**src/rtl/mmm_pkg.sv**
```systemverilog
// Shared machine-wide widths and the branch prediction queue entry format.
package mmm_pkg;

   localparam int XLEN = 32;
   localparam int HLEN = 10;

   // One in-flight prediction as captured from fetch.
   typedef struct packed {
      logic [XLEN-1:0] pc;
      logic [HLEN-1:0] index;
      logic [XLEN-1:0] target;
      logic            taken;
   } bpq_entry_t;

   // Fall-through address of a branch, wrapping modulo 2^XLEN.
   function automatic logic [XLEN-1:0] seq_pc(input logic [XLEN-1:0] pc);
      return pc + XLEN'(4);
   endfunction

endpackage

```
**src/rtl/branch_pred_queue_if.sv**
```systemverilog
// Fetch / execute / predictor-update signal bundle of the branch prediction queue.
// Handshake: a push transfers on a cycle where push_valid_i & push_ready_o are
// both high at the rising clock edge, and a resolve transfers on a cycle where
// ex_valid_i & ex_ready_o are both high. Readys never depend on the valids.
// res_valid_o / redirect_valid_o are single-cycle pulses with no back-pressure.
interface branch_pred_queue_if #(
   parameter int XLEN = mmm_pkg::XLEN,
   parameter int HLEN = mmm_pkg::HLEN
);
   logic            push_valid_i;
   logic            push_ready_o;
   logic [XLEN-1:0] push_pc_i;
   logic [HLEN-1:0] push_index_i;
   logic [XLEN-1:0] push_target_i;
   logic            push_taken_i;

   logic            ex_valid_i;
   logic            ex_ready_o;
   logic            ex_taken_i;
   logic [XLEN-1:0] ex_target_i;

   logic            res_valid_o;
   logic [XLEN-1:0] res_pc_o;
   logic [HLEN-1:0] res_index_o;
   logic [XLEN-1:0] res_target_o;
   logic            res_taken_o;
   logic            res_mispredict_o;

   logic            redirect_valid_o;
   logic [XLEN-1:0] redirect_pc_o;

   // Fetch/execute side: drives predictions and outcomes.
   modport master (
      output push_valid_i, push_pc_i, push_index_i, push_target_i, push_taken_i,
      output ex_valid_i, ex_taken_i, ex_target_i,
      input  push_ready_o, ex_ready_o,
      input  res_valid_o, res_pc_o, res_index_o, res_target_o, res_taken_o,
      input  res_mispredict_o, redirect_valid_o, redirect_pc_o
   );

   // Queue side.
   modport slave (
      input  push_valid_i, push_pc_i, push_index_i, push_target_i, push_taken_i,
      input  ex_valid_i, ex_taken_i, ex_target_i,
      output push_ready_o, ex_ready_o,
      output res_valid_o, res_pc_o, res_index_o, res_target_o, res_taken_o,
      output res_mispredict_o, redirect_valid_o, redirect_pc_o
   );
endinterface

```
**src/rtl/branch_pred_queue_fifo.sv**
```systemverilog
// Circular buffer of bpq_entry_t with push/pop/clear and occupancy count.
// Pointers are log2(DEPTH) bits and wrap naturally; DEPTH must be a power of 2.
// A push while full is refused even if a pop happens in the same cycle.
module bpq_fifo
   import mmm_pkg::*;
#(
   parameter int DEPTH = 4,
   localparam int AW = $clog2(DEPTH),
   localparam int CW = AW + 1
) (
   input  logic          clk_i,
   input  logic          rst_i,
   input  logic          clear_i,
   input  logic          push_i,
   input  bpq_entry_t    wdata_i,
   input  logic          pop_i,
   output bpq_entry_t    rdata_o,
   output logic          full_o,
   output logic          empty_o,
   output logic [CW-1:0] count_o
);

   bpq_entry_t    mem [DEPTH];
   logic [AW-1:0] head_q, head_d;
   logic [AW-1:0] tail_q, tail_d;
   logic [CW-1:0] count_q, count_d;
   logic          wr_en;
   logic          rd_en;

   assign full_o  = (count_q == CW'(DEPTH));
   assign empty_o = (count_q == '0);
   assign count_o = count_q;
   assign rdata_o = mem[head_q];

   // Next pointer/count; clear dominates push and pop.
   always_comb begin
      wr_en   = 1'b0;
      rd_en   = 1'b0;
      head_d  = head_q;
      tail_d  = tail_q;
      count_d = count_q;
      if (clear_i) begin
         head_d  = '0;
         tail_d  = '0;
         count_d = '0;
      end else begin
         wr_en = push_i & ~full_o;
         rd_en = pop_i & ~empty_o;
         if (wr_en) tail_d = tail_q + AW'(1);
         if (rd_en) head_d = head_q + AW'(1);
         count_d = count_q + CW'(wr_en) - CW'(rd_en);
      end
   end

   // Pointer and occupancy registers.
   always_ff @(posedge clk_i or posedge rst_i) begin
      if (rst_i) begin
         head_q  <= '0;
         tail_q  <= '0;
         count_q <= '0;
      end else begin
         head_q  <= head_d;
         tail_q  <= tail_d;
         count_q <= count_d;
      end
   end

   // Entry storage; contents are don't-care after reset so it has none.
   always_ff @(posedge clk_i) begin
      if (wr_en) mem[tail_q] <= wdata_i;
   end

endmodule

```
**src/rtl/branch_pred_queue.sv**
```systemverilog
// Branch prediction queue: holds in-flight predictions in program order,
// compares each against the execute outcome, and drives the predictor update
// bus and the fetch redirect one cycle after an accepted resolve.
// XLEN/HLEN must match the package widths used by bpq_entry_t.
module branch_pred_queue
   import mmm_pkg::*;
#(
   parameter int DEPTH = 4,
   parameter int XLEN  = mmm_pkg::XLEN,
   parameter int HLEN  = mmm_pkg::HLEN
) (
   input  logic                     clk_i,
   input  logic                     rst_i,
   input  logic                     flush_i,
   branch_pred_queue_if.slave       bus,
   output logic [$clog2(DEPTH):0]   count_o
);

   bpq_entry_t push_entry;
   bpq_entry_t head;
   logic       full;
   logic       empty;
   logic       resolve;
   logic       mispredict;
   logic       fifo_clear;
   logic       fifo_push;

   logic            res_valid_q, res_valid_d;
   logic [XLEN-1:0] res_pc_q, res_pc_d;
   logic [HLEN-1:0] res_index_q, res_index_d;
   logic [XLEN-1:0] res_target_q, res_target_d;
   logic            res_taken_q, res_taken_d;
   logic            res_mispredict_q, res_mispredict_d;
   logic            redirect_valid_q, redirect_valid_d;
   logic [XLEN-1:0] redirect_pc_q, redirect_pc_d;

   assign push_entry.pc     = bus.push_pc_i;
   assign push_entry.index  = bus.push_index_i;
   assign push_entry.target = bus.push_target_i;
   assign push_entry.taken  = bus.push_taken_i;

   assign bus.push_ready_o = ~full;
   assign bus.ex_ready_o   = ~empty;

   // Resolve / mispredict decode; a mispredict makes every younger entry
   // wrong-path, so the queue is emptied and a same-cycle push is dropped.
   always_comb begin
      resolve    = bus.ex_valid_i & ~empty & ~flush_i;
      mispredict = (bus.ex_taken_i != head.taken) |
                   (bus.ex_taken_i & head.taken & (bus.ex_target_i != head.target));
      fifo_clear = flush_i | (resolve & mispredict);
      fifo_push  = bus.push_valid_i & ~flush_i;
   end

   bpq_fifo #(.DEPTH(DEPTH)) u_fifo (
      .clk_i   (clk_i),
      .rst_i   (rst_i),
      .clear_i (fifo_clear),
      .push_i  (fifo_push),
      .wdata_i (push_entry),
      .pop_i   (resolve),
      .rdata_o (head),
      .full_o  (full),
      .empty_o (empty),
      .count_o (count_o)
   );

   // Next update-bus and redirect values; all zero when nothing resolves.
   always_comb begin
      res_valid_d      = 1'b0;
      res_pc_d         = '0;
      res_index_d      = '0;
      res_target_d     = '0;
      res_taken_d      = 1'b0;
      res_mispredict_d = 1'b0;
      redirect_valid_d = 1'b0;
      redirect_pc_d    = '0;
      if (resolve) begin
         res_valid_d      = 1'b1;
         res_pc_d         = head.pc;
         res_index_d      = head.index;
         res_target_d     = bus.ex_target_i;
         res_taken_d      = bus.ex_taken_i;
         res_mispredict_d = mispredict;
         if (mispredict) begin
            redirect_valid_d = 1'b1;
            redirect_pc_d    = bus.ex_taken_i ? bus.ex_target_i : seq_pc(head.pc);
         end
      end
   end

   // Output registers.
   always_ff @(posedge clk_i or posedge rst_i) begin
      if (rst_i) begin
         res_valid_q      <= 1'b0;
         res_pc_q         <= '0;
         res_index_q      <= '0;
         res_target_q     <= '0;
         res_taken_q      <= 1'b0;
         res_mispredict_q <= 1'b0;
         redirect_valid_q <= 1'b0;
         redirect_pc_q    <= '0;
      end else begin
         res_valid_q      <= res_valid_d;
         res_pc_q         <= res_pc_d;
         res_index_q      <= res_index_d;
         res_target_q     <= res_target_d;
         res_taken_q      <= res_taken_d;
         res_mispredict_q <= res_mispredict_d;
         redirect_valid_q <= redirect_valid_d;
         redirect_pc_q    <= redirect_pc_d;
      end
   end

   assign bus.res_valid_o      = res_valid_q;
   assign bus.res_pc_o         = res_pc_q;
   assign bus.res_index_o      = res_index_q;
   assign bus.res_target_o     = res_target_q;
   assign bus.res_taken_o      = res_taken_q;
   assign bus.res_mispredict_o = res_mispredict_q;
   assign bus.redirect_valid_o = redirect_valid_q;
   assign bus.redirect_pc_o    = redirect_pc_q;

endmodule

```
**src/flat_wrapper.sv**
```systemverilog
// flat-port wrapper written by rule: the top's interface ports become plain ports
module branch_pred_queue_flat import mmm_pkg::*;
#(
   parameter int DEPTH = 4,
   parameter int XLEN  = mmm_pkg::XLEN,
   parameter int HLEN  = mmm_pkg::HLEN
)
  (clk_i, rst_i, flush_i, count_o, bus_push_valid_i, bus_push_pc_i, bus_push_index_i, bus_push_target_i, bus_push_taken_i, bus_ex_valid_i, bus_ex_taken_i, bus_ex_target_i, bus_push_ready_o, bus_ex_ready_o, bus_res_valid_o, bus_res_pc_o, bus_res_index_o, bus_res_target_o, bus_res_taken_o, bus_res_mispredict_o, bus_redirect_valid_o, bus_redirect_pc_o);
  branch_pred_queue_if #(.XLEN(XLEN), .HLEN(HLEN)) bus_i ();
  input  logic clk_i;
  input  logic rst_i;
  input  logic flush_i;
  output logic [$clog2(DEPTH):0] count_o;
  input wire logic [$bits(bus_i.push_valid_i)-1:0] bus_push_valid_i;
  input wire logic [$bits(bus_i.push_pc_i)-1:0] bus_push_pc_i;
  input wire logic [$bits(bus_i.push_index_i)-1:0] bus_push_index_i;
  input wire logic [$bits(bus_i.push_target_i)-1:0] bus_push_target_i;
  input wire logic [$bits(bus_i.push_taken_i)-1:0] bus_push_taken_i;
  input wire logic [$bits(bus_i.ex_valid_i)-1:0] bus_ex_valid_i;
  input wire logic [$bits(bus_i.ex_taken_i)-1:0] bus_ex_taken_i;
  input wire logic [$bits(bus_i.ex_target_i)-1:0] bus_ex_target_i;
  output wire logic [$bits(bus_i.push_ready_o)-1:0] bus_push_ready_o;
  output wire logic [$bits(bus_i.ex_ready_o)-1:0] bus_ex_ready_o;
  output wire logic [$bits(bus_i.res_valid_o)-1:0] bus_res_valid_o;
  output wire logic [$bits(bus_i.res_pc_o)-1:0] bus_res_pc_o;
  output wire logic [$bits(bus_i.res_index_o)-1:0] bus_res_index_o;
  output wire logic [$bits(bus_i.res_target_o)-1:0] bus_res_target_o;
  output wire logic [$bits(bus_i.res_taken_o)-1:0] bus_res_taken_o;
  output wire logic [$bits(bus_i.res_mispredict_o)-1:0] bus_res_mispredict_o;
  output wire logic [$bits(bus_i.redirect_valid_o)-1:0] bus_redirect_valid_o;
  output wire logic [$bits(bus_i.redirect_pc_o)-1:0] bus_redirect_pc_o;
  assign bus_i.push_valid_i = bus_push_valid_i;
  assign bus_i.push_pc_i = bus_push_pc_i;
  assign bus_i.push_index_i = bus_push_index_i;
  assign bus_i.push_target_i = bus_push_target_i;
  assign bus_i.push_taken_i = bus_push_taken_i;
  assign bus_i.ex_valid_i = bus_ex_valid_i;
  assign bus_i.ex_taken_i = bus_ex_taken_i;
  assign bus_i.ex_target_i = bus_ex_target_i;
  assign bus_push_ready_o = bus_i.push_ready_o;
  assign bus_ex_ready_o = bus_i.ex_ready_o;
  assign bus_res_valid_o = bus_i.res_valid_o;
  assign bus_res_pc_o = bus_i.res_pc_o;
  assign bus_res_index_o = bus_i.res_index_o;
  assign bus_res_target_o = bus_i.res_target_o;
  assign bus_res_taken_o = bus_i.res_taken_o;
  assign bus_res_mispredict_o = bus_i.res_mispredict_o;
  assign bus_redirect_valid_o = bus_i.redirect_valid_o;
  assign bus_redirect_pc_o = bus_i.redirect_pc_o;
  branch_pred_queue #(.DEPTH(DEPTH), .XLEN(XLEN), .HLEN(HLEN)) u_core (.clk_i(clk_i), .rst_i(rst_i), .flush_i(flush_i), .bus(bus_i), .count_o(count_o));
endmodule
```
**config.mk**
```make
export PLATFORM = sky130hd
export DESIGN_NAME = branch_pred_queue_flat
export DESIGN_NICKNAME = d
export VERILOG_FILES = /design/src/rtl/mmm_pkg.sv /design/src/rtl/branch_pred_queue_if.sv /design/src/rtl/branch_pred_queue_fifo.sv /design/src/rtl/branch_pred_queue.sv /design/src/flat_wrapper.sv
export SDC_FILE = /design/constraint.sdc
export NUM_CORES = 1
export LEC_CHECK = 0
export ABC_AREA = 0
export CORE_ASPECT_RATIO = 0.75
export CORE_UTILIZATION = 30
export CTS_BUF_LIST = sky130_fd_sc_hd__clkbuf_8
export CTS_CLUSTER_DIAMETER = 50
export DETAILED_ROUTE_END_ITERATION = 16
export GPL_ROUTABILITY_DRIVEN = 0
export HOLD_SLACK_MARGIN = 0.02
export PLACE_DENSITY = 0.46
export SKIP_CTS_REPAIR_TIMING = 1
export SKIP_LAST_GASP = 1
export SYNTH_ARGS = -nofsm -noshare
export SYNTH_HDL_FRONTEND = slang
export SYNTH_SLANG_ARGS = --single-unit
```
**constraint.sdc**
```tcl
create_clock -name clk_i -period 7.15 [get_ports clk_i]
set_input_delay 1.7875 -clock clk_i [delete_from_list [all_inputs] [get_ports clk_i]]
set_output_delay 1.7875 -clock clk_i [all_outputs]
set_load 0.01 [all_outputs]
```
* After elaboration in Yosys (flattened, before gate mapping)
Memory sizes are Yosys's and may differ from the RTL's.
Cells that the tools add are included.
** Word-level totals
- Input port bits :: 113
- Flip-flop bits (word level) :: 117
- Output and inout port bits :: 115
- Memories kept :: 1
- Memory bits (writable) :: 300
- Latch bits :: 0
- Bits in read-only memories :: 0
** Memories
- u_core.u_fifo.mem :: depth 4, bits a word 75, read ports 1, clocked after Yosys merged registers in 0, wr ports 1, line branch_pred_queue_fifo.sv:23 : bpq_entry_t mem [DEPTH];
** Operators by class
- $add $sub $neg :: 5
- Equal/unequal tests :: 3
- $lt $le $gt $ge :: 0
- Reduce and logical (&&, ||, !) cells :: 3
- Divide/modulo/power cells :: 0
- Mux-type cells :: 19
- $mul :: 0
- Shift-type cells :: 0
- Bitwise operators :: 13
** Operator list (count)
- 32-bit 2-to-1 mux :: 5
- 32-bit by 3-bit adder with 32-bit output (second input constant) :: 1
- 32-bit inequality test :: 1
- 10-bit 2-to-1 mux :: 1
- 1-bit bitwise AND :: 8
- 1-bit 2-to-1 mux :: 8
- 2-bit 2-to-1 mux :: 4
- 2-bit by 1-bit adder with 2-bit output (second input constant) :: 2
- 2-bit nonzero test :: 2
- 3-bit by 1-bit adder with 3-bit output :: 1
- 3-bit equality test (second input constant) :: 1
- 3-bit logical NOT :: 1
- 3-bit 2-to-1 mux :: 1
- 1-bit NOT :: 3
- 3-bit by 1-bit subtractor with 3-bit output :: 1
- 1-bit OR :: 2
- 1-bit inequality test :: 1

* Logic depth before layout (Yosys ltp)
Gate-level depths: netlist of run 1.
- Depth after elaboration :: 9
- Mapped depth :: 14
- Depth with buffers taken out :: 14

* Modules after synthesis
A second synthesis of run 1 with hierarchy kept.
** Second synthesis, totals
- Cells, all modules :: 876
- Area total of the unflattened synthesis :: 16173.0 um^2
** Modules (own cells, without submodules)
- bpq_fifo :: instances 1, area an instance 11284.6 um^2, cells each 441
- branch_pred_queue :: instances 1, area an instance 4888.4 um^2, cells each 435

* Worst setup path before layout of run 1
Ideal clock, no wire load.
- Kind :: input to register
- From :: input port flush_i
- To :: memory u_core.u_fifo.mem[1][0] in the netlist's numbering (enable)
- Path slack :: 2.032 ns
- Library setup time :: 0.440 ns
- Required time :: 6.710 ns
- Stages on the path :: 6
- Data arrival time :: 4.679 ns
- Cells stage by stage :: clkbuf_1 -> and3b_1 -> clkbuf_1 -> nand2_1 -> clkbuf_1 -> and4_1
** On the way
- Word-level cells in the longest chain between the ends :: 7
** Ends and longest elaborated chain
- start, declared :: line flat_wrapper.sv:12 : input logic flush_i;
- 1-bit NOT :: line branch_pred_queue.sv:48, branch_pred_queue.sv:52
- 1-bit bitwise AND :: line branch_pred_queue.sv:48 : resolve = bus.ex_valid_i & ~empty & ~flush_i;
- 1-bit bitwise AND :: line branch_pred_queue.sv:51 : fifo_clear = flush_i | (resolve & mispredict);
- 1-bit OR :: line branch_pred_queue.sv:51
- 1-bit 2-to-1 mux * :: line branch_pred_queue_fifo.sv:42 : if (clear_i) begin
- 1-bit 2-to-1 mux * :: line branch_pred_queue_fifo.sv:70 : if (wr_en) mem[tail_q] <= wdata_i;
- 1-bit 2-to-1 mux (not written as such) * :: line branch_pred_queue_fifo.sv:70
- end, declared :: line branch_pred_queue_fifo.sv:23
Every way passes the cells marked *; elsewhere a longest branch is shown, timed or not.

* Worst setup path in the final report of run 1
- From :: input port bus_ex_target_i[25]
- To :: memory u_core.u_fifo.mem[0][59] in the netlist's numbering (enable)
** On the way
- Word-level cells in the longest chain between the ends :: 8
** Ends and longest elaborated chain
- start, declared :: line flat_wrapper.sv:21 : input wire logic [$bits(bus_i.ex_target_i)-1:0] bus_ex_target_i;
- 32-bit inequality test :: line branch_pred_queue.sv:50 : (bus.ex_taken_i & head.taken & (bus.ex_target_i != head.target));
- 1-bit bitwise AND :: line branch_pred_queue.sv:50
- 1-bit OR :: line branch_pred_queue.sv:49 : mispredict = (bus.ex_taken_i != head.taken) |
- 1-bit bitwise AND :: line branch_pred_queue.sv:51
- 1-bit OR :: line branch_pred_queue.sv:51
- 1-bit 2-to-1 mux :: line branch_pred_queue_fifo.sv:42
- 1-bit 2-to-1 mux :: line branch_pred_queue_fifo.sv:70
- 1-bit 2-to-1 mux (not written as such) :: line branch_pred_queue_fifo.sv:70
Every way passes these cells.

==> results.toml, run 1 <==
[final_layout]
final_cells = 1919
final_nets = 1269
drive_above_1_share = 0.167
fill_cells = 4912
syn_to_final_growth_pct = 27.6

[run]
max-cap-violations = 0

[yosys]
synth-edff-count = 300
syn_inst = 882
synth.top_cell.area_share = 0.555
ys_ff_latch = 416
synth_top_cell_by_area = "edfxtp_1"
ys.flop_type = "edfxtp_1"
async_reset_ff_frac = 0.279
ys_warn_count = 0
synthesis.area_um2 = 16200
yosysUniqueCellTypes = 54
syn_nets = 1004
synth_area_leaders = "edfxtp_1 56%, dfrtp_1 18%, mux4_2 9.7%"
yosysSeqAreaShare = 0.734
syn_avg_cell_area_um2 = 18.4

[placed_design]
place_hpwl_mm = 31.1
dpl_worst_slack_ns = 1.61
io_buffers = 227
dp.cells = 1788

[floorplanning]
die_height_um = 203
fp.dieW_um = 271
rows = 73
die-area_um2 = 55000
ios = 228
start_util = 0.305
core_um2 = 53200

[timing]
fin_skew_ns = 0.0328
slew_violations = 0
hold_violations = 0
post-route-period-util = 0.688
fmax_ghz = 0.203
setup_slack_ns = 2.23
worst_pin_slew_ns = 0.792
fin_crit_ns = 4.92
finalSetupViolations = 0
grt_setup_unrepaired = "false"
tns_ns = 0
whs_ns = 0.672
relSlewSlack = 0.472

[route]
wl_per_cell_um = 24.1
first_iter_violations = 515
routed_wl_mm = 46.2
ant_nets = 0
avgViaCountPerCell = 4.69
drc = 0
first_pass_iters = 5
vias = 9000

[clock_network]
clkSlewWorstSetupHoldPaths_ns = 0.06
cts_root_buf = "clkbuf_8"
clock_latency_ns = 0.63
cts_tree = "yes"
cts_max_level = 3
cts.sinks = 416
clk_path_buf_depth = 3
cts_buffers = 69

[worst_setup_path]
path_max_fanout = 40
arrival_ns = 5.20
cp_num_buf_inv = 2
worst-endpoint-required_ns = 7.43
cpPeakStageDelay_ns = 0.77
cp-end-kind = "flop"
cp-start-kind = "input pin"
cp_top_family = "simple AND/OR/NAND/NOR gates"
path_cells = "clkdlybuf4s50_1 -> xor2_1 -> nor4_1 -> nand4_1 -> o211ai_4 -> and4_4 -> buf_4"
critical_path_class = "in2reg"
critPathSlowestCell = "and4_4"

[pwr]
peakVddDrop_mv = 0.111
powerDensity_nw_per_um2 = 289
power_w = 0.00599
leakage_nw = 7.44

[global_route]
grt_max_degree = 75
grt_antenna_before_repair = 9
first_global_vias = 9274
grt_pass1_wl_mm = 66.0
grt_use_total = 0.168
grt_overflow_total = 0

[run_status]
status = "complete, no violations"

[min_path]
hold_class = "reg2reg"
## Yosys cell counts, drive strengths merged, types with 5 or more instances
| library cell | n |
|---|---|
| and2 | 80 |
| a22oi | 7 |
| xor2 | 36 |
| nor3 | 8 |
| edfxtp | 300 |
| mux2i | 11 |
| nand3 | 10 |
| and4 | 12 |
| a21oi | 27 |
| nor2 | 20 |
| inv | 8 |
| buf | 27 |
| ha | 8 |
| nor3b | 5 |
| nor4 | 11 |
| clkbuf | 22 |
| a21boi | 5 |
| nand2 | 29 |
| xnor2 | 11 |
| o21ai | 9 |
| mux4 | 75 |
| nand4 | 8 |
| dfrtp | 116 |
| and3 | 9 |
## worst reg2reg max path: cells and delay by family, from the launching register on
kind                   cells  cell delay [ns]
AND/OR/NAND/NOR            3             1.73
flip-flops                 1             0.89
multiplexers               1             0.67
buffers and inverters      1             0.48
AO/OA/AOI/OAI              1             0.38
XOR/XNOR                   1             0.18
## cell type report
type                            instances  area [um^2]  share of cell area
Sequential cell                       416        11900               0.576
Multi-Input combinational cell        409         4010               0.194
Inverter                                8         35.0             0.00169
Timing Repair Buffer                  243         2420               0.117
Tap cell                              712          891              0.0430
Antenna cell                            4         10.0            0.000483
Clock buffer                           84         1160              0.0558
Clock inverter                         43          264              0.0128
## registers in the layout (all words and copies together), names as in the netlist, 2 cells and up
name / count
u_core.bus.redirect_pc_o: 32
u_core.bus.res_index_o: 10
u_core.bus.res_pc_o: 32
u_core.bus.res_target_o: 32
u_core.u_fifo.count_o: 3
u_core.u_fifo.head_q: 2
u_core.u_fifo.mem: 300
u_core.u_fifo.tail_q: 2
## path summary, 6_finish.rpt
kind / start / end / slack (ns) / depth (start not counted)
max in group asynchronous: rst_i / u_core.bus.res_pc_o[3] / 4.43 / 3
worst max register to register: u_core.u_fifo.head_q[0] / u_core.u_fifo.mem[0][59] / 2.48 / 7
worst min-delay path: u_core.u_fifo.mem[2][38] / u_core.bus.res_index_o[5] / 0.67 / 2
worst min register to register: u_core.u_fifo.mem[2][38] / u_core.bus.res_index_o[5] / 0.67 / 2
min in group asynchronous: rst_i / u_core.u_fifo.count_o[0] / 1.65 / 2
worst max-delay path: bus_ex_target_i[25] / u_core.u_fifo.mem[0][59] / 2.23 / 7
## metrics by stage
step                       util  instance area, um^2
after global placement    0.363                19300
after detailed placement  0.363                19300
after global routing      0.389                20700
after floorplan               -                16200
after CTS                 0.389                20700
final                     0.389                20700
## layout by cell type, fill, tap and decap left out, types with 4 or more instances in the layout
cell	n
edfxtp_1	300
clkdlybuf4s50_1	227
dfrtp_1	114
clkbuf_8	84
and2_1	80
mux4_2	70
inv_1	38
xor2_1	36
nand2_1	28
a21oi_1	26
nor2_1	20
buf_4	14
nor4_1	11
xnor2_1	11
mux2i_1	11
nand3_1	10
and3_1	9
nor3_1	8
ha_1	8
and4_4	7
a22oi_1	7
nand4_1	6
o21ai_0	6
and4_1	5
mux4_1	5
nor3b_1	5
diode_2	4
## logic make-up after synthesis
family | Yosys count | synth area share
compound gates | 70 | 0.0295
xor+xnor | 47 | 0.0254
fa+ha+maj | 9 | 0.00740
buf+inv | 57 | 0.0199
flops | 416 | 0.734
mux | 86 | 0.112
simple gates | 197 | 0.0716
## where the power goes
| group | switching (W) | internal, W |
|---|---|---|
| sequential | 0.0000773 | 0.00279 |
| clock | 0.000953 | 0.00117 |
| combinational | 0.000538 | 0.000459 |
| total | 0.00157 | 0.00442 |
## per-layer routing
metal | wire (um) | vias up | global-route usage
met5 | 62 | - | 0
met4 | 683 | 10 | 0.0387
met3 | 3000 | 73 | 0.0535
met2 | 21000 | 272 | 0.254
met1 | 21400 | 4688 | 0.236
li1 | - | 3957 | -
Power figures use the tool's default switching activity.
==> run 2: changes to the inputs <==
==> constraint.sdc (replaced) <==
create_clock -name clk_i -period 5.15 [get_ports clk_i]
set_input_delay 1.2875 -clock clk_i [delete_from_list [all_inputs] [get_ports clk_i]]
set_output_delay 1.2875 -clock clk_i [all_outputs]
set_load 0.01 [all_outputs]
==> run 2 against run 1 <==
  * Worst setup slack got worse by 1.3 ns
  * Non-clock buffer count grew 12
  * Combinational power is 41% higher
  * Register-to-register slack worse by 1.5 ns
  * Sequential power up 39%
  * Count of clock-buffer cells in the layout down 1
  * Clock skew shrank 0.0015 ns
  * Via count rose by 0.38%
  * First-iteration DRC count increased by 21%
  * Sequential cell count is the same
  * Largest cell class unchanged
==> results.toml, run 2 (synthesis gave the netlist of run 1 again) <==
[run_status]
status = "complete, no violations"

[timing]
post-route-period-util = 0.811
slew_violations = 0
whs_ns = 0.666
finalSetupViolations = 0
fin_skew_ns = 0.0312
hold_violations = 0
fin_crit_ns = 4.18
grt_setup_unrepaired = "false"
setup_slack_ns = 0.972
worst_pin_slew_ns = 0.826
tns_ns = 0
fmax_ghz = 0.239
relSlewSlack = 0.449

[worst_setup_path]
arrival_ns = 4.44
critical_path_class = "reg2reg"
cp-start-kind = "flop"
cp-end-kind = "flop"
path_max_fanout = 29
path_cells = "buf_4 -> mux4_2 -> xor2_1 -> nor4_1 -> nand4_1 -> o211ai_4 -> and4_4 -> buf_4"
r2r_cells = 8
cp_num_cells = 8
cp_num_buf_inv = 2
cp_top_family = "simple AND/OR/NAND/NOR gates"
cpPeakStageDelay_ns = 0.79
cp_common_cell = "buf_4"
critPathSlowestCell = "dfrtp_4"
worst-endpoint-required_ns = 5.41

[min_path]
hold_class = "reg2reg"
hold_depth = 2

[final_layout]
syn_to_final_growth_pct = 28.4
regMostFlops = "u_core.u_fifo.mem"
final_nets = 1282
final_common_cell = "edfxtp_1"
largest_reg_flops = 300
layout_common_cells = "300 x edfxtp_1, 227 x clkdlybuf4s50_1, 114 x dfrtp_1"
drive_above_1_share = 0.177
final_cells = 1932

[floorplanning]
die-area_um2 = 55000
ios = 228
start_util = 0.305
die_height_um = 203
core_um2 = 53200
rows = 73
fp.dieW_um = 271

[clock_network]
cts.sinks = 416
cts_tree = "yes"
cts_max_level = 3
cts_buffers = 70
clk_path_buf_depth = 3
cts_root_buf = "clkbuf_8"
clock_latency_ns = 0.64
clkSlewWorstSetupHoldPaths_ns = 0.06

[global_route]
grt_antenna_before_repair = 6
first_global_vias = 9300
busiest_layer = "met2"
met3_usage = 0.0462
grt_pass1_wl_mm = 66.1
grt_use_total = 0.168
use_met1 = 0.234
use_met2 = 0.258
grt_max_degree = 83
grt_overflow_total = 0

[pwr]
power_w = 0.00830
leakage_nw = 7.49
powerDensity_nw_per_um2 = 398
peakVddDrop_mv = 0.144

[placed_design]
io_buffers = 227
dp.cells = 1800
place_hpwl_mm = 31.3
dpl_worst_slack_ns = 0.651

[run]
max-cap-violations = 0

[route]
first_pass_iters = 5
avgViaCountPerCell = 4.68
wl_per_cell_um = 23.9
drc = 0
ant_nets = 0
first_iter_violations = 622
routed_wl_mm = 46.1
vias = 9034
## run 2: final cells by class
type                    count  area (um^2)
diodes                      3         7.51
fillers                  4866        32300
flip-flops and latches    416        11900
multi-input cells         409         4010
clock inverters            46          258
clock buffers              83         1140
inverters                   8         35.0
repair buffers            255         2570
well taps                 712          891
## run 2: metrics by stage
| step | util | instance area (um^2) |
|---|---|---|
| after floorplan | - | 16200 |
| after global placement | 0.365 | 19400 |
| after detailed placement | 0.365 | 19400 |
| after CTS | 0.392 | 20800 |
| after global routing | 0.392 | 20800 |
| final | 0.392 | 20800 |
## run 2: path summary, 6_finish.rpt
| check | startpoint | slack [ns] | to |
|---|---|---|---|
| max in group asynchronous | rst_i | 3.11 | u_core.bus.res_pc_o[24] |
| worst min-delay path | u_core.u_fifo.mem[3][38] | 0.67 | u_core.bus.res_index_o[5] |
| min in group asynchronous | rst_i | 1.21 | u_core.bus.res_target_o[28] |
| worst min register to register | u_core.u_fifo.mem[3][38] | 0.67 | u_core.bus.res_index_o[5] |
| worst max register to register | u_core.u_fifo.head_q[0] | 0.97 | u_core.u_fifo.mem[3][32] |
| worst max-delay path | u_core.u_fifo.head_q[0] | 0.97 | u_core.u_fifo.mem[3][32] |
## run 2: routing by layer
layer | vias to the layer above | wire [um]
met5 | - | 40
met4 | 6 | 824
met3 | 76 | 2750
met2 | 283 | 21400
met1 | 4688 | 21100
li1 | 3981 | -
## run 2: power by group
| group | total [W] | internal (W) | switching [W] |
|---|---|---|---|
| Combinational | 0.00141 | 0.000661 | 0.000753 |
| Clock | 0.00292 | 0.00157 | 0.00135 |
| Sequential | 0.00397 | 0.00387 | 0.000102 |
## run 2: worst register-to-register path, stage by stage, from the launching register on
cell and delay [ns]:
dfrtp_4 0.79, buf_4 0.30, mux4_2 0.56, xor2_1 0.16, nor4_1 0.43, nand4_1 0.35
o211ai_4 0.44, and4_4 0.31, buf_4 0.42
